[config.mk]
export PLATFORM = sky130hd
export DESIGN_NAME = alu_panel_ctrl
export DESIGN_NICKNAME = d
export VERILOG_FILES = /design/src/rtl/alu_panel_pkg.sv /design/src/rtl/alu_hist_buf.sv /design/src/rtl/alu_panel_ctrl.sv
export SDC_FILE = /design/constraint.sdc
export NUM_CORES = 1
export LEC_CHECK = 0
export CORE_UTILIZATION = 40
export DETAILED_ROUTE_END_ITERATION = 8
export MAX_ROUTING_LAYER = met4
export SYNTH_ARGS = -nofsm -noshare
export SYNTH_HDL_FRONTEND = slang
export SYNTH_HIERARCHICAL = 1
export SYNTH_SLANG_ARGS = --single-unit
export TNS_END_PERCENT = 5
[constraint.sdc]
create_clock -name clk -period 4.6 [get_ports clk]
set_input_delay 1.38 -clock clk [delete_from_list [all_inputs] [get_ports clk]]
set_output_delay 1.38 -clock clk [all_outputs]
set_load 0.1 [all_outputs]
[src/rtl/alu_panel_pkg.sv]
// alu_panel_pkg: shared types and constants for the
// ALU panel front-end.
package alu_panel_pkg;

  typedef enum logic [2:0] {
    S_LOAD_A  = 3'd0,
    S_LOAD_B  = 3'd1,
    S_LOAD_OP = 3'd2,
    S_EXEC    = 3'd3,
    S_SHOW    = 3'd4
  } state_t;

  localparam logic [2:0] OP_ADD = 3'b000;
  localparam logic [2:0] OP_SUB = 3'b001;
  localparam logic [2:0] OP_NOT = 3'b010;
  localparam logic [2:0] OP_AND = 3'b011;
  localparam logic [2:0] OP_OR  = 3'b100;
  localparam logic [2:0] OP_XOR = 3'b101;
  localparam logic [2:0] OP_LT  = 3'b110;
  localparam logic [2:0] OP_EQ  = 3'b111;

  localparam int ALU_W  = 4;
  localparam int HIST_EW = 3 + 2 + ALU_W;

  typedef struct packed {
    logic [2:0]       ctrl;
    logic             of;
    logic             car;
    logic [ALU_W-1:0] res;
  } hist_entry_t;

  function automatic int hist_w(input int w);
    return 3 + 2 + w;
  endfunction

endpackage

[src/rtl/alu_hist_buf.sv]
// alu_hist_buf: circular history of completed ops
// with saturating count and newest-first read port.
module alu_hist_buf
  import alu_panel_pkg::*;
#(
  parameter int W    = 4,
  parameter int HIST = 4
) (
  input  logic                      clk,
  input  logic                      rst,
  input  logic                      i_push,
  input  logic [hist_w(W)-1:0]      i_data,
  input  logic [$clog2(HIST)-1:0]   i_idx,
  output logic [hist_w(W)-1:0]      o_data,
  output logic [$clog2(HIST):0]     o_cnt
);

  localparam int AW = $clog2(HIST);
  localparam int EW = hist_w(W);
  localparam logic [AW:0] FULL = (AW+1)'(HIST);

  logic [EW-1:0] r_mem [HIST];
  logic [AW-1:0] r_wp;
  logic [AW:0]   r_cnt;
  logic [AW-1:0] w_addr;
  logic          w_valid;

  always_ff @(posedge clk) begin
    if (i_push) r_mem[r_wp] <= i_data;
  end

  always_ff @(posedge clk) begin
    if (rst) begin
      r_wp  <= '0;
      r_cnt <= '0;
    end else if (i_push) begin
      r_wp <= r_wp + AW'(1);
      if (r_cnt != FULL) r_cnt <= r_cnt + 1'b1;
    end
  end

  // newest entry sits just behind the write pointer
  assign w_addr  = r_wp - AW'(1) - i_idx;
  assign w_valid = {1'b0, i_idx} < r_cnt;
  assign o_data  = w_valid ? r_mem[w_addr] : '0;
  assign o_cnt   = r_cnt;

endmodule

[src/rtl/alu_panel_ctrl.sv]
// alu_panel_ctrl: step-by-step operand/opcode loader
// for the 4-bit ALU with result capture and history.
module alu_panel_ctrl
  import alu_panel_pkg::*;
#(
  parameter int W    = 4,
  parameter int HIST = 4
) (
  input  logic                    clk,
  input  logic                    rst,
  input  logic [W-1:0]            sw,
  input  logic                    btn_next,
  output logic [W-1:0]            alu_a,
  output logic [W-1:0]            alu_b,
  output logic [2:0]              alu_ctrl,
  input  logic [W-1:0]            alu_res,
  input  logic                    alu_car,
  input  logic                    alu_of,
  output logic [2:0]              state,
  output logic                    done,
  output logic [W-1:0]            res_q,
  output logic                    car_q,
  output logic                    of_q,
  input  logic [$clog2(HIST)-1:0] hist_idx,
  output logic [hist_w(W)-1:0]    hist_data,
  output logic [$clog2(HIST):0]   hist_cnt
);

  state_t       r_state;
  state_t       w_nxt;
  logic         w_ld_a;
  logic         w_ld_b;
  logic         w_ld_op;
  logic         w_exec;
  logic         w_push;
  logic [W-1:0] r_a;
  logic [W-1:0] r_b;
  logic [2:0]   r_ctrl;
  logic [W-1:0] r_res;
  logic         r_car;
  logic         r_of;

  always_ff @(posedge clk) begin
    if (rst) r_state <= S_LOAD_A;
    else     r_state <= w_nxt;
  end

  always_comb begin
    w_nxt   = r_state;
    w_ld_a  = 1'b0;
    w_ld_b  = 1'b0;
    w_ld_op = 1'b0;
    w_exec  = 1'b0;
    unique case (r_state)
      S_LOAD_A: if (btn_next) begin
        w_ld_a = 1'b1;
        w_nxt  = S_LOAD_B;
      end
      S_LOAD_B: if (btn_next) begin
        w_ld_b = 1'b1;
        w_nxt  = S_LOAD_OP;
      end
      S_LOAD_OP: if (btn_next) begin
        w_ld_op = 1'b1;
        w_nxt   = S_EXEC;
      end
      S_EXEC: begin
        w_exec = 1'b1;
        w_nxt  = S_SHOW;
      end
      S_SHOW: if (btn_next) w_nxt = S_LOAD_A;
      default: w_nxt = S_LOAD_A;
    endcase
  end

  always_ff @(posedge clk) begin
    if (rst) begin
      r_a    <= '0;
      r_b    <= '0;
      r_ctrl <= '0;
      r_res  <= '0;
      r_car  <= 1'b0;
      r_of   <= 1'b0;
    end else begin
      if (w_ld_a)  r_a    <= sw;
      if (w_ld_b)  r_b    <= sw;
      if (w_ld_op) r_ctrl <= sw[2:0];
      if (w_exec) begin
        r_res <= alu_res;
        r_car <= alu_car;
        r_of  <= alu_of;
      end
    end
  end

  // a reset landing on EXEC must not leave a history entry
  assign w_push = w_exec & ~rst;

  alu_hist_buf #(
    .W    (W),
    .HIST (HIST)
  ) u_hist (
    .clk    (clk),
    .rst    (rst),
    .i_push (w_push),
    .i_data ({r_ctrl, alu_of, alu_car, alu_res}),
    .i_idx  (hist_idx),
    .o_data (hist_data),
    .o_cnt  (hist_cnt)
  );

  assign alu_a    = r_a;
  assign alu_b    = r_b;
  assign alu_ctrl = r_ctrl;
  assign state    = r_state;
  assign done     = (r_state == S_SHOW);
  assign res_q    = r_res;
  assign car_q    = r_car;
  assign of_q     = r_of;

endmodule

==> impl_metrics.ini <==
[synthesis]
synth_area_leaders = edfxtp_1, dfxtp_1, mux4_1
seq_area_frac_synth = 0.592
syn_inst = 181
synthFlopType = edfxtp_1
synth_warnings = 6
async_flop_share = 0
synth_top_area_frac = 0.405
synth.most_common_cell = edfxtp_1
synth-edff-count = 36
syn_avg_cell_area_um2 = 14.8
synth_area_um2 = 2670
synth_area_leader_cell = edfxtp_1
netlist_top_cells_count = edfxtp_1, nand2b_1, dfxtp_1
synth_seq_cells = 61
synth_cell_types = 29
synth_fp_nets = 204

[die]
start_util = 0.418
die_h_um = 83.7
die-width_um = 83.7
fp.dieArea_um2 = 7010
rows = 29
core_um2 = 6390
io_pins = 48

[timing]
slew_headroom = 0.340
max_freq_mhz = 225
skew_ns = 0.00416
drv_slew = 0
rsz0062_at_grt = no
finalSetupViolCount = 0
worstMarginPinSlew_ns = 0.987
post-route-period-util = 0.966
worst_slack_ns = 0.157
hold_viol_final = 0
finalCriticalPeriod_ns = 4.44
holdWs_ns = 0.473

[route]
dr.pass1.iters = 4
wl_per_cell_um = 15.9
wl_met3_um = 191
dr_wl_met2_mm = 2.52
viasPerCell = 4.95
vias = 1559
routedLengthMet1_mm = 2.24
topRoutingLayerUsed = met4
routed_wirelength_mm = 5.02
antenna_left = 0
drtIter0Drc = 88
drcViolationCount = 0

[critical_path]
cp_max_fo = 9
startpoint_type = input port
cp.required_ns = 3.22
end_kind = primary output
r2r_end = u_hist/r_mem[3][6]
criticalPathCategory = input port to primary output
worstPathArrival_ns = 3.06
r2r_start = state[0]
rr_worst_depth = 3
rrSetupSlack_ns = 2.54

[power_and_ir_drop]
p_sw_mw = 0.314
seqPwrFrac = 0.489
p_clk_frac = 0.371
peakVddDrop_uv = 182
power_density_nw_per_um2 = 339
p_sw_frac = 0.260
leakage_nw = 1.31
p_comb_frac = 0.140
p_int_mw = 0.894
power_mw = 1.21

[clock_tree]
cts_buffers = 9
cts-htree-levels = 3
cts_sinks = 61
post_cts_buffers = 0
cts_tree = done
cts_hold_buf = 0
clockRootBuffer = clkbuf_8
cts.clk_slew.worst_paths_ns = 0.07
insertion_delay_ns = 0.33
clockBufferDepth = 2

[hold_path]
holdCritStartpoint = res_q[0]
hold_class = flip-flop to flip-flop
min_to = res_q[0]
hold_path_depth = 2

[global_route]
grt_overflow = 0
grt_antenna_before_repair = 0
grt_max_degree = 37
grt_use_total = 0.161
grt_pass1_vias = 1657
grt_pass1_wl_mm = 8.21

[finish]
multiInputGateArea_um2 = 1050
antenna_cells = 0
seq_area_um2 = 1580
stdcell_count = 315
n_fill_cell = 501
syn_to_final_growth_pct = 33.4
layout-drive-gt1-share = 0.181
design_area_um2 = 3560
nets = 256

[place]
place_congestion = 0.686
dpl_cell_area_um2 = 3310
dp_slack_ns = -0.0560
place_inst = 298
hpwl_mm = 3.43
portBuffers = 47

[run]
drv_cap = 0

[outcome]
outcome = finished clean
## per-stage QoR
| step | utilization | TNS [ns] |
|---|---|---|
| CTS | 0.558 | 0 |
| detailed placement | 0.519 | -0.299 |
| finish | 0.558 | 0 |
| global placement | 0.519 | -0.0930 |
| global route | 0.558 | 0 |
| floorplan | - | -2.46 |
## power by group through the flow
| stage | clock [mW] | combinational (mW) | sequential (mW) |
|---|---|---|---|
| final | 0.448 | 0.169 | 0.591 |
| after global routing | 0.488 | 0.176 | 0.591 |
| after CTS | 0.461 | 0.171 | 0.591 |
| after detailed placement | 0 | 0.161 | 0.603 |
| after global placement | 0 | 0.159 | 0.602 |
| after floorplan | 0 | 0.0650 | 0.645 |
## cell usage in the layout, fill, tap and decap left out, drive strengths merged
cell	count
a21oi	2
and2b	1
clkinv	3
clkdlybuf4s50	37
and3b	1
clkbuf	9
mux4	9
nor2	6
inv	5
mux2i	19
nand4bb	2
edfxtp	36
dlygate4sd2	1
or4b	1
nand2b	29
bufinv	1
bufbuf	1
nor3b	2
dfxtp	25
nor3	2
ha	8
xnor3	1
nor4b	1
buf	12
and4b	1
or3b	1
a21boi	1
clkinvlp	3
xnor2	2
nand3b	2
and2	4
a211oi	2
nor2b	8
## cells by family (layout without fill, tap and decap cells)
kind of cell,after synthesis,count (layout),share of synthesized area
flip-flops,61,61,0.592
AND/OR/NAND/NOR,61,61,0.155
multiplexers,28,28,0.160
buffers and inverters,15,72,0.0262
adder cells (fa/ha/maj),8,8,0.0375
AO/OA/AOI/OAI,5,5,0.0136
XOR/XNOR,3,3,0.0155
## how the worst max path moves through the flow
stage                      from           end  slack [ns]  cells past startpoint
floorplan           hist_idx[0]  hist_data[1]       -0.31                      5
global placement    hist_idx[0]  hist_data[4]       -0.03                      7
detailed placement  hist_idx[0]  hist_data[4]       -0.06                      7
CTS                 hist_idx[1]  hist_data[1]        0.13                      5
global route        hist_idx[1]  hist_data[1]        0.09                      5
finish              hist_idx[1]  hist_data[1]        0.16                      5
## critical path, cell delays in order
cell and delay [ns]:
clkdlybuf4s50_1 0.51, xnor3_2 0.47, mux4_1 0.26, nor2b_1 0.23
buf_12 0.21
## flip-flops by register name, summed over array words and instances, names as in the netlist, 2 cells and up
| signal | cells |
|---|---|
| alu_b | 4 |
| state | 3 |
| u_hist/r_mem | 36 |
| res_q | 4 |
| alu_ctrl | 3 |
| u_hist/o_cnt | 3 |
| u_hist/r_wp | 2 |
| alu_a | 4 |
## metal layers
| metal | vias up | global-route usage |
|---|---|---|
| met1 | 755 | 0.187 |
| li1 | 757 | - |
| met2 | 41 | 0.263 |
| met3 | 6 | 0.0425 |
| met5 | - | - |
| met4 | 0 | 0.0693 |
## final cells by class
| type | count | share of cell area |
|---|---|---|
| clock buffers | 9 | 0.0348 |
| clock inverters | 7 | 0.0186 |
| inverters | 5 | 0.00527 |
| multi-input cells | 105 | 0.294 |
| flip-flops and latches | 61 | 0.444 |
| well taps | 77 | 0.0270 |
| repair buffers | 51 | 0.176 |
## repair_timing
item	CTS	global route
hold endpoints to repair	0	0
endpoints found under the setup margin	9	0
resized for setup	15	0
Note: power is estimated with default switching activity, not from simulation.
